<file path="src/rtl/pc_pkg.sv">
// Shared types for the program-counter unit: next-PC select codes,
// FSM states and the alignment helper.
package pc_pkg;

  typedef enum logic [2:0] {
    PC_SEQ    = 3'd0,
    PC_BRANCH = 3'd1,
    PC_JUMP   = 3'd2,
    PC_CALL   = 3'd3,
    PC_RET    = 3'd4,
    PC_TRAP   = 3'd5
  } pc_sel_t;

  typedef enum logic {
    BOOT = 1'b0,
    RUN  = 1'b1
  } pc_state_t;

  // Alignment bits for the default 4-byte step.
  localparam int ALIGN_BITS = $clog2(4);

  // Low-bit mask used to detect a misaligned target for a given step.
  function automatic logic [31:0] align_mask(input int step);
    return 32'(step - 1);
  endfunction

endpackage

</file>
<file path="src/rtl/pc_unit_return_stack.sv">
// Circular return-address LIFO. A push onto a full stack overwrites the
// oldest entry and the count saturates. The caller never pops when empty.
module return_stack #(
  parameter int W     = 32,
  parameter int DEPTH = 4
) (
  input  logic         clk,
  input  logic         clr_n,
  input  logic         push,
  input  logic         pop,
  input  logic [W-1:0] push_data,
  output logic [W-1:0] pop_data,
  output logic         empty,
  output logic         full
);

  localparam int PW = (DEPTH > 1) ? $clog2(DEPTH) : 1;
  localparam int CW = $clog2(DEPTH + 1);

  logic [W-1:0]  r_mem [DEPTH];
  logic [PW-1:0] r_ptr;   // next slot to write
  logic [CW-1:0] r_cnt;
  logic [PW-1:0] w_ptr_inc, w_ptr_dec;

  assign w_ptr_inc = (r_ptr == PW'(DEPTH - 1)) ? '0 : r_ptr + 1'b1;
  assign w_ptr_dec = (r_ptr == '0) ? PW'(DEPTH - 1) : r_ptr - 1'b1;
  assign pop_data  = r_mem[w_ptr_dec];
  assign empty     = (r_cnt == '0);
  assign full      = (r_cnt == CW'(DEPTH));

  // Pointer and occupancy; push wins if both were ever asserted.
  always_ff @(posedge clk or negedge clr_n) begin
    if (!clr_n) begin
      r_ptr <= '0;
      r_cnt <= '0;
    end else if (push) begin
      r_ptr <= w_ptr_inc;
      if (!full) r_cnt <= r_cnt + 1'b1;
    end else if (pop && !empty) begin
      r_ptr <= w_ptr_dec;
      r_cnt <= r_cnt - 1'b1;
    end
  end

  // Entry storage needs no reset; occupancy guards reads.
  always_ff @(posedge clk) begin
    if (push) r_mem[r_ptr] <= push_data;
  end

endmodule

</file>
<file path="src/rtl/pc_unit.sv">
// Program counter with internal next-PC selection, stall hold, one-cycle
// boot phase, alignment trap and optional return-address stack.
// Optional feature macro: PC_UNIT_RAS_EN (return stack for CALL/RET).
module pc_unit
  import pc_pkg::*;
#(
  parameter int           W         = 32,
  parameter int           STEP      = 4,
  parameter logic [W-1:0] RESET_VEC = 32'h0000_0000,
  parameter logic [W-1:0] TRAP_VEC  = 32'h0000_0100,
  parameter int           RAS_DEPTH = 4
) (
  input  logic         clk,
  input  logic         clr_n,
  input  logic         stall,
  input  logic [2:0]   sel,
  input  logic         br_taken,
  input  logic [W-1:0] offset,
  input  logic [W-1:0] target,
  output logic [W-1:0] pc,
  output logic [W-1:0] pc_plus,
  output logic         pc_valid,
  output logic         misalign,
  output logic         ras_err
);

  localparam logic [W-1:0] MASK = W'(align_mask(STEP));

  pc_state_t    r_state;
  logic [W-1:0] r_pc;
  logic         r_valid, r_mis, r_rerr;
  logic [W-1:0] w_cand, w_next;
  logic         w_check, w_mis, w_rerr, w_adv;

  assign w_adv   = (r_state == RUN) && !stall;
  assign pc      = r_pc;
  assign pc_plus = r_pc + W'(STEP);
  assign pc_valid = r_valid;
  assign misalign = r_mis;

`ifdef PC_UNIT_RAS_EN
  logic         w_push, w_pop, w_empty, w_unused_full;
  logic [W-1:0] w_pop_data;

  return_stack #(.W(W), .DEPTH(RAS_DEPTH)) u_ras (
    .clk       (clk),
    .clr_n     (clr_n),
    .push      (w_push && w_adv),
    .pop       (w_pop && w_adv),
    .push_data (pc_plus),
    .pop_data  (w_pop_data),
    .empty     (w_empty),
    .full      (w_unused_full)
  );
  assign ras_err = r_rerr;
`else
  assign ras_err = 1'b0;
`endif

  // Candidate target per select code, then alignment substitution.
  always_comb begin
    w_cand  = pc_plus;
    w_check = 1'b1;
    w_rerr  = 1'b0;
`ifdef PC_UNIT_RAS_EN
    w_push  = 1'b0;
    w_pop   = 1'b0;
`endif
    case (sel)
      PC_BRANCH: if (br_taken) w_cand = r_pc + offset;
      PC_JUMP:   w_cand = target;
      PC_CALL: begin
        w_cand = target;
`ifdef PC_UNIT_RAS_EN
        w_push = 1'b1;
`endif
      end
      PC_RET: begin
`ifdef PC_UNIT_RAS_EN
        if (w_empty) begin
          w_cand  = TRAP_VEC;
          w_check = 1'b0;
          w_rerr  = 1'b1;
        end else begin
          w_cand = w_pop_data;
          w_pop  = 1'b1;
        end
`else
        w_cand = target;
`endif
      end
      PC_TRAP: begin
        w_cand  = TRAP_VEC;
        w_check = 1'b0;
      end
      default: ;
    endcase
    w_mis  = w_check && ((w_cand & MASK) != '0);
    w_next = w_mis ? TRAP_VEC : w_cand;
  end

  // Boot/run sequencing, PC update and single-cycle error pulses.
  always_ff @(posedge clk or negedge clr_n) begin
    if (!clr_n) begin
      r_state <= BOOT;
      r_pc    <= RESET_VEC;
      r_valid <= 1'b0;
      r_mis   <= 1'b0;
      r_rerr  <= 1'b0;
    end else if (r_state == BOOT) begin
      r_state <= RUN;
      r_valid <= 1'b1;
      r_mis   <= 1'b0;
      r_rerr  <= 1'b0;
    end else if (stall) begin
      r_mis   <= 1'b0;
      r_rerr  <= 1'b0;
    end else begin
      r_pc    <= w_next;
      r_mis   <= w_mis;
      r_rerr  <= w_rerr;
    end
  end

`ifndef PC_UNIT_RAS_EN
  logic w_unused_rerr;
  assign w_unused_rerr = r_rerr;
`endif

endmodule

</file>
<file path="config.mk">
export PLATFORM = sky130hd
export DESIGN_NAME = pc_unit
export DESIGN_NICKNAME = d
export VERILOG_FILES = /design/src/rtl/pc_pkg.sv /design/src/rtl/pc_unit_return_stack.sv /design/src/rtl/pc_unit.sv
export SDC_FILE = /design/constraint.sdc
export NUM_CORES = 1
export LEC_CHECK = 0
export ABC_AREA = 1
export CORE_MARGIN = 1.5
export CORE_UTILIZATION = 30
export CTS_CLUSTER_SIZE = 40
export DETAILED_ROUTE_END_ITERATION = 12
export PLACE_DENSITY = 0.63
export SLEW_MARGIN = 10
export SYNTH_ARGS = -nofsm -noshare
export SYNTH_HDL_FRONTEND = slang
export SYNTH_HIERARCHICAL = 1
export SYNTH_SLANG_ARGS = --single-unit
</file>
<file path="constraint.sdc">
create_clock -name clk -period 4.4 [get_ports clk]
set_input_delay 0.88 -clock clk [delete_from_list [all_inputs] [get_ports clk]]
set_output_delay 0.88 -clock clk [all_outputs]
set_load 0.01 [all_outputs]
</file>
==> impl_metrics.csv <==
group,metric,value,unit
route,final_wirelength,22400,um
cts,htreeDepth,2,
cts,worst_skew_pair.late_latency,280,ps
cts,clk_pin_slew,60,ps
final_layout,fill_cells,2097,
timing,setup_ws,940,ps
route,vias_per_cell,4.89,
cts,cts_resized,0,
worst_setup_path,cp_data_arrival_time,2580,ps
floorplanning,placementRows,50,
outcome,outcome,"complete, no violations",
cts,cts-buffers-inserted,5,
yosys,post_synth_num_cell_types,45,
route,drt_drc_violations_left,0,
worst_setup_path,worst-path-max-fanout,7,
floorplanning,floorplan.initialDensity,30.5,%
floorplanning,core_region_area,18600,um^2
power_and_ir_drop,power.density,268,nW/um^2
yosys,synth_top_flop_cell,"sky130_fd_sc_hd__dfrtp_1",
worst_setup_path,critical_path_required,3520,ps
global_routing,track_usage,22.6,%
timing,finalSetupViolCount,0,
route,drt_pre_antenna_iters,5,
cts,clock_sinks,35,
cts,clockRootBuffer,"sky130_fd_sc_hd__clkbuf_16",
global_routing,pin_count_of_the_biggest_net_entering_global_routing,38,
final_layout,drive_gt1_share,3.82,%
place,preCtsSetupSlack,809,ps
yosys,commonest_cells_post_synth,"sky130_fd_sc_hd__nand2_1, sky130_fd_sc_hd__inv_1, sky130_fd_sc_hd__nor2_1",
route,dr.first_iter.drc_count,627,
route,vias,7026,
global_routing,grt_pass1_vias,6490,
yosys,post-synth-top-area-fraction,29.7,%
place,portBuffers,136,
yosys,synthesis.nets,1183,
worst_setup_path,worst-setup-path-type,"flop to output pin",
final_layout,area.growth.synth_to_final,30.1,%
timing,final_min_period_over_clock_period,78.6,%
worst_setup_path,reg2reg_setup_slack,2000,ps
yosys,synth_most_common_cell,"sky130_fd_sc_hd__nand2_1",
yosys,syn_area,5690,um^2
yosys,syn-mean-instance-area,5.27,um^2
place,place.detailed.hpwl,18400,um
route,routedWlPerCell,15.6,um
route,antenna_violating_nets_post_route,0,
worst_setup_path,setup_crit_start_kind,"flop",
yosys,ys_seq_elements,35,
cts,hold_buffers,0,
worst_hold_path,hold_class,"flop to flop",
floorplanning,die_y,141,um
timing,rsz_0062_raised_after_global_routing,"no",
cts,cts_max_path_buffers,2,
final_layout,ant_diodes,0,
run,drv.max_cap_violation_count,0,
global_routing,antenna_found_initial,0,
timing,final_period_minus_worst_setup_slack,3460,ps
yosys,synth_edf_count,0,
cts,tritoncts,"built",
timing,worst_clock_skew,4.65,ps
cts,post_cts_buffers,0,
yosys,ys.warnings.count,6,
yosys,ranking_of_synthesized_cells_by_area,"sky130_fd_sc_hd__nand2_1, sky130_fd_sc_hd__dfrtp_1, sky130_fd_sc_hd__inv_1",
power_and_ir_drop,static-leakage-power,4.03,nW
timing,slew_violations,0,
yosys,netlist.top_cell.by_area,"sky130_fd_sc_hd__nand2_1",
final_layout,nets,1307,
floorplanning,floorplan.die_area,19800,um^2
yosys,synth_sequential_area_ratio,15.4,%
global_routing,global_route_wire_length_before_repair,34900,um
yosys,netlist_instances,1079,
floorplanning,chipWidth,141,um
timing,fin_hold_viols,0,
global_routing,grt_overflow,0,
timing,tightestPinTransition,837,ps
power_and_ir_drop,vdd_drop_max,0.000136,V
place,globalplace.congestion,0.916,
yosys,async_set_or_reset_register_ratio_after_synthesis,100,%
worst_setup_path,crit_path_end_kind,"output pin",
timing,setup-tns-final,0,ps
timing,timing.fmax,289,MHz
timing,slew-limit-headroom,44.2,%
floorplanning,pin_count,138,
==> critical path: stages (launching register included) <==
cell and delay (ps):
sky130_fd_sc_hd__dfrtp_1 560, sky130_fd_sc_hd__inv_1 170, sky130_fd_sc_hd__nor3_2 290, sky130_fd_sc_hd__nand2_1 130
sky130_fd_sc_hd__nor2_2 190, sky130_fd_sc_hd__xor2_1 390, sky130_fd_sc_hd__inv_1 80, sky130_fd_sc_hd__clkdlybuf4s50_1 480
==> final cells by class <==
type / count / area, um^2 / share of cell area (%)
flip-flops and latches: 35 / 876 / 11.8
well taps: 234 / 293 / 3.96
repair buffers: 141 / 1390 / 18.8
inverters: 184 / 691 / 9.33
clock inverters: 1 / 5.00 / 0.0676
multi-input cells: 836 / 4000 / 54.1
clock buffers: 6 / 139 / 1.88
==> placed cells by master (no fill, tap or decap), types with 4 or more instances in the layout <==
master                            count
sky130_fd_sc_hd__a21oi_1             46
sky130_fd_sc_hd__nand2_1            450
sky130_fd_sc_hd__nand3_1             81
sky130_fd_sc_hd__clkbuf_16            5
sky130_fd_sc_hd__ha_1                32
sky130_fd_sc_hd__nor2_1              94
sky130_fd_sc_hd__clkdlybuf4s50_1    135
sky130_fd_sc_hd__o21ai_0             48
sky130_fd_sc_hd__nor3_1               9
sky130_fd_sc_hd__nor3_2               4
sky130_fd_sc_hd__nand2_2              6
sky130_fd_sc_hd__inv_1              180
sky130_fd_sc_hd__dfrtp_1             35
sky130_fd_sc_hd__o21ai_1              5
sky130_fd_sc_hd__xor2_1              10
sky130_fd_sc_hd__nand4_1              4
sky130_fd_sc_hd__buf_4                5
sky130_fd_sc_hd__o21bai_1             4
==> report_power, final <==
group	total [W]	switching [W]	internal, W
sequential	0.000483	0.000120	0.000363
combinational	0.00114	0.000675	0.000465
clock	0.000359	0.000138	0.000221
==> layer usage <==
metal,part of all wire [%],wire [um],up-vias,GRT usage [%]
met3,6.3,1410,22,1.90
li1,-,-,3562,-
met1,46,10400,3206,31.5
met5,0,0,-,0
met4,1.6,355,0,5.04
met2,46,10300,236,38.0
==> state kept, by name, indices dropped and copies added, names as in the netlist <==
register	cells
r_state	1
misalign	1
pc	32
pc_valid	1
==> through the flow <==
step	std cells	util (%)	power, W	hold slack [ps]	instance area (um^2)
final	1437	39.7	0.00198	467	7400
after global routing	1437	39.7	0.00213	512	7400
after CTS	1437	39.7	0.00198	468	7400
after detailed placement	1430	38.9	0.00161	454	7260
after global placement	1430	38.9	0.00161	450	7260
after floorplan	1079	-	0.00111	510	5690
==> final timing paths <==
check                                     start                   end  cells past startpoint
setup / recovery             pc[15]$_DFFE_PN0P_           pc_plus[16]                      7
min in group asynchronous                 clr_n  pc_valid$_DFFE_PN0N_                      1
hold reg to reg            pc_valid$_DFFE_PN0N_  pc_valid$_DFFE_PN0N_                      1
setup reg to reg              pc[5]$_DFFE_PN0P_    pc[11]$_DFFE_PN0P_                     12
max in group asynchronous                 clr_n     pc[1]$_DFFE_PN0P_                      1
hold / removal             pc_valid$_DFFE_PN0N_  pc_valid$_DFFE_PN0N_                      1
==> cells by family (layout without fill, tap and decap cells) <==
group / count (synthesis) / after routing / share of synthesized area, %
other cells: 2 / 2 / 0.132
buf+inv: 208 / 332 / 14.2
fa+ha+maj: 33 / 33 / 7.39
simple gates: 671 / 671 / 49.2
compound gates: 114 / 114 / 10.8
flops: 35 / 35 / 15.4
xor+xnor: 16 / 16 / 2.86
Power figures use the tool's default switching activity.
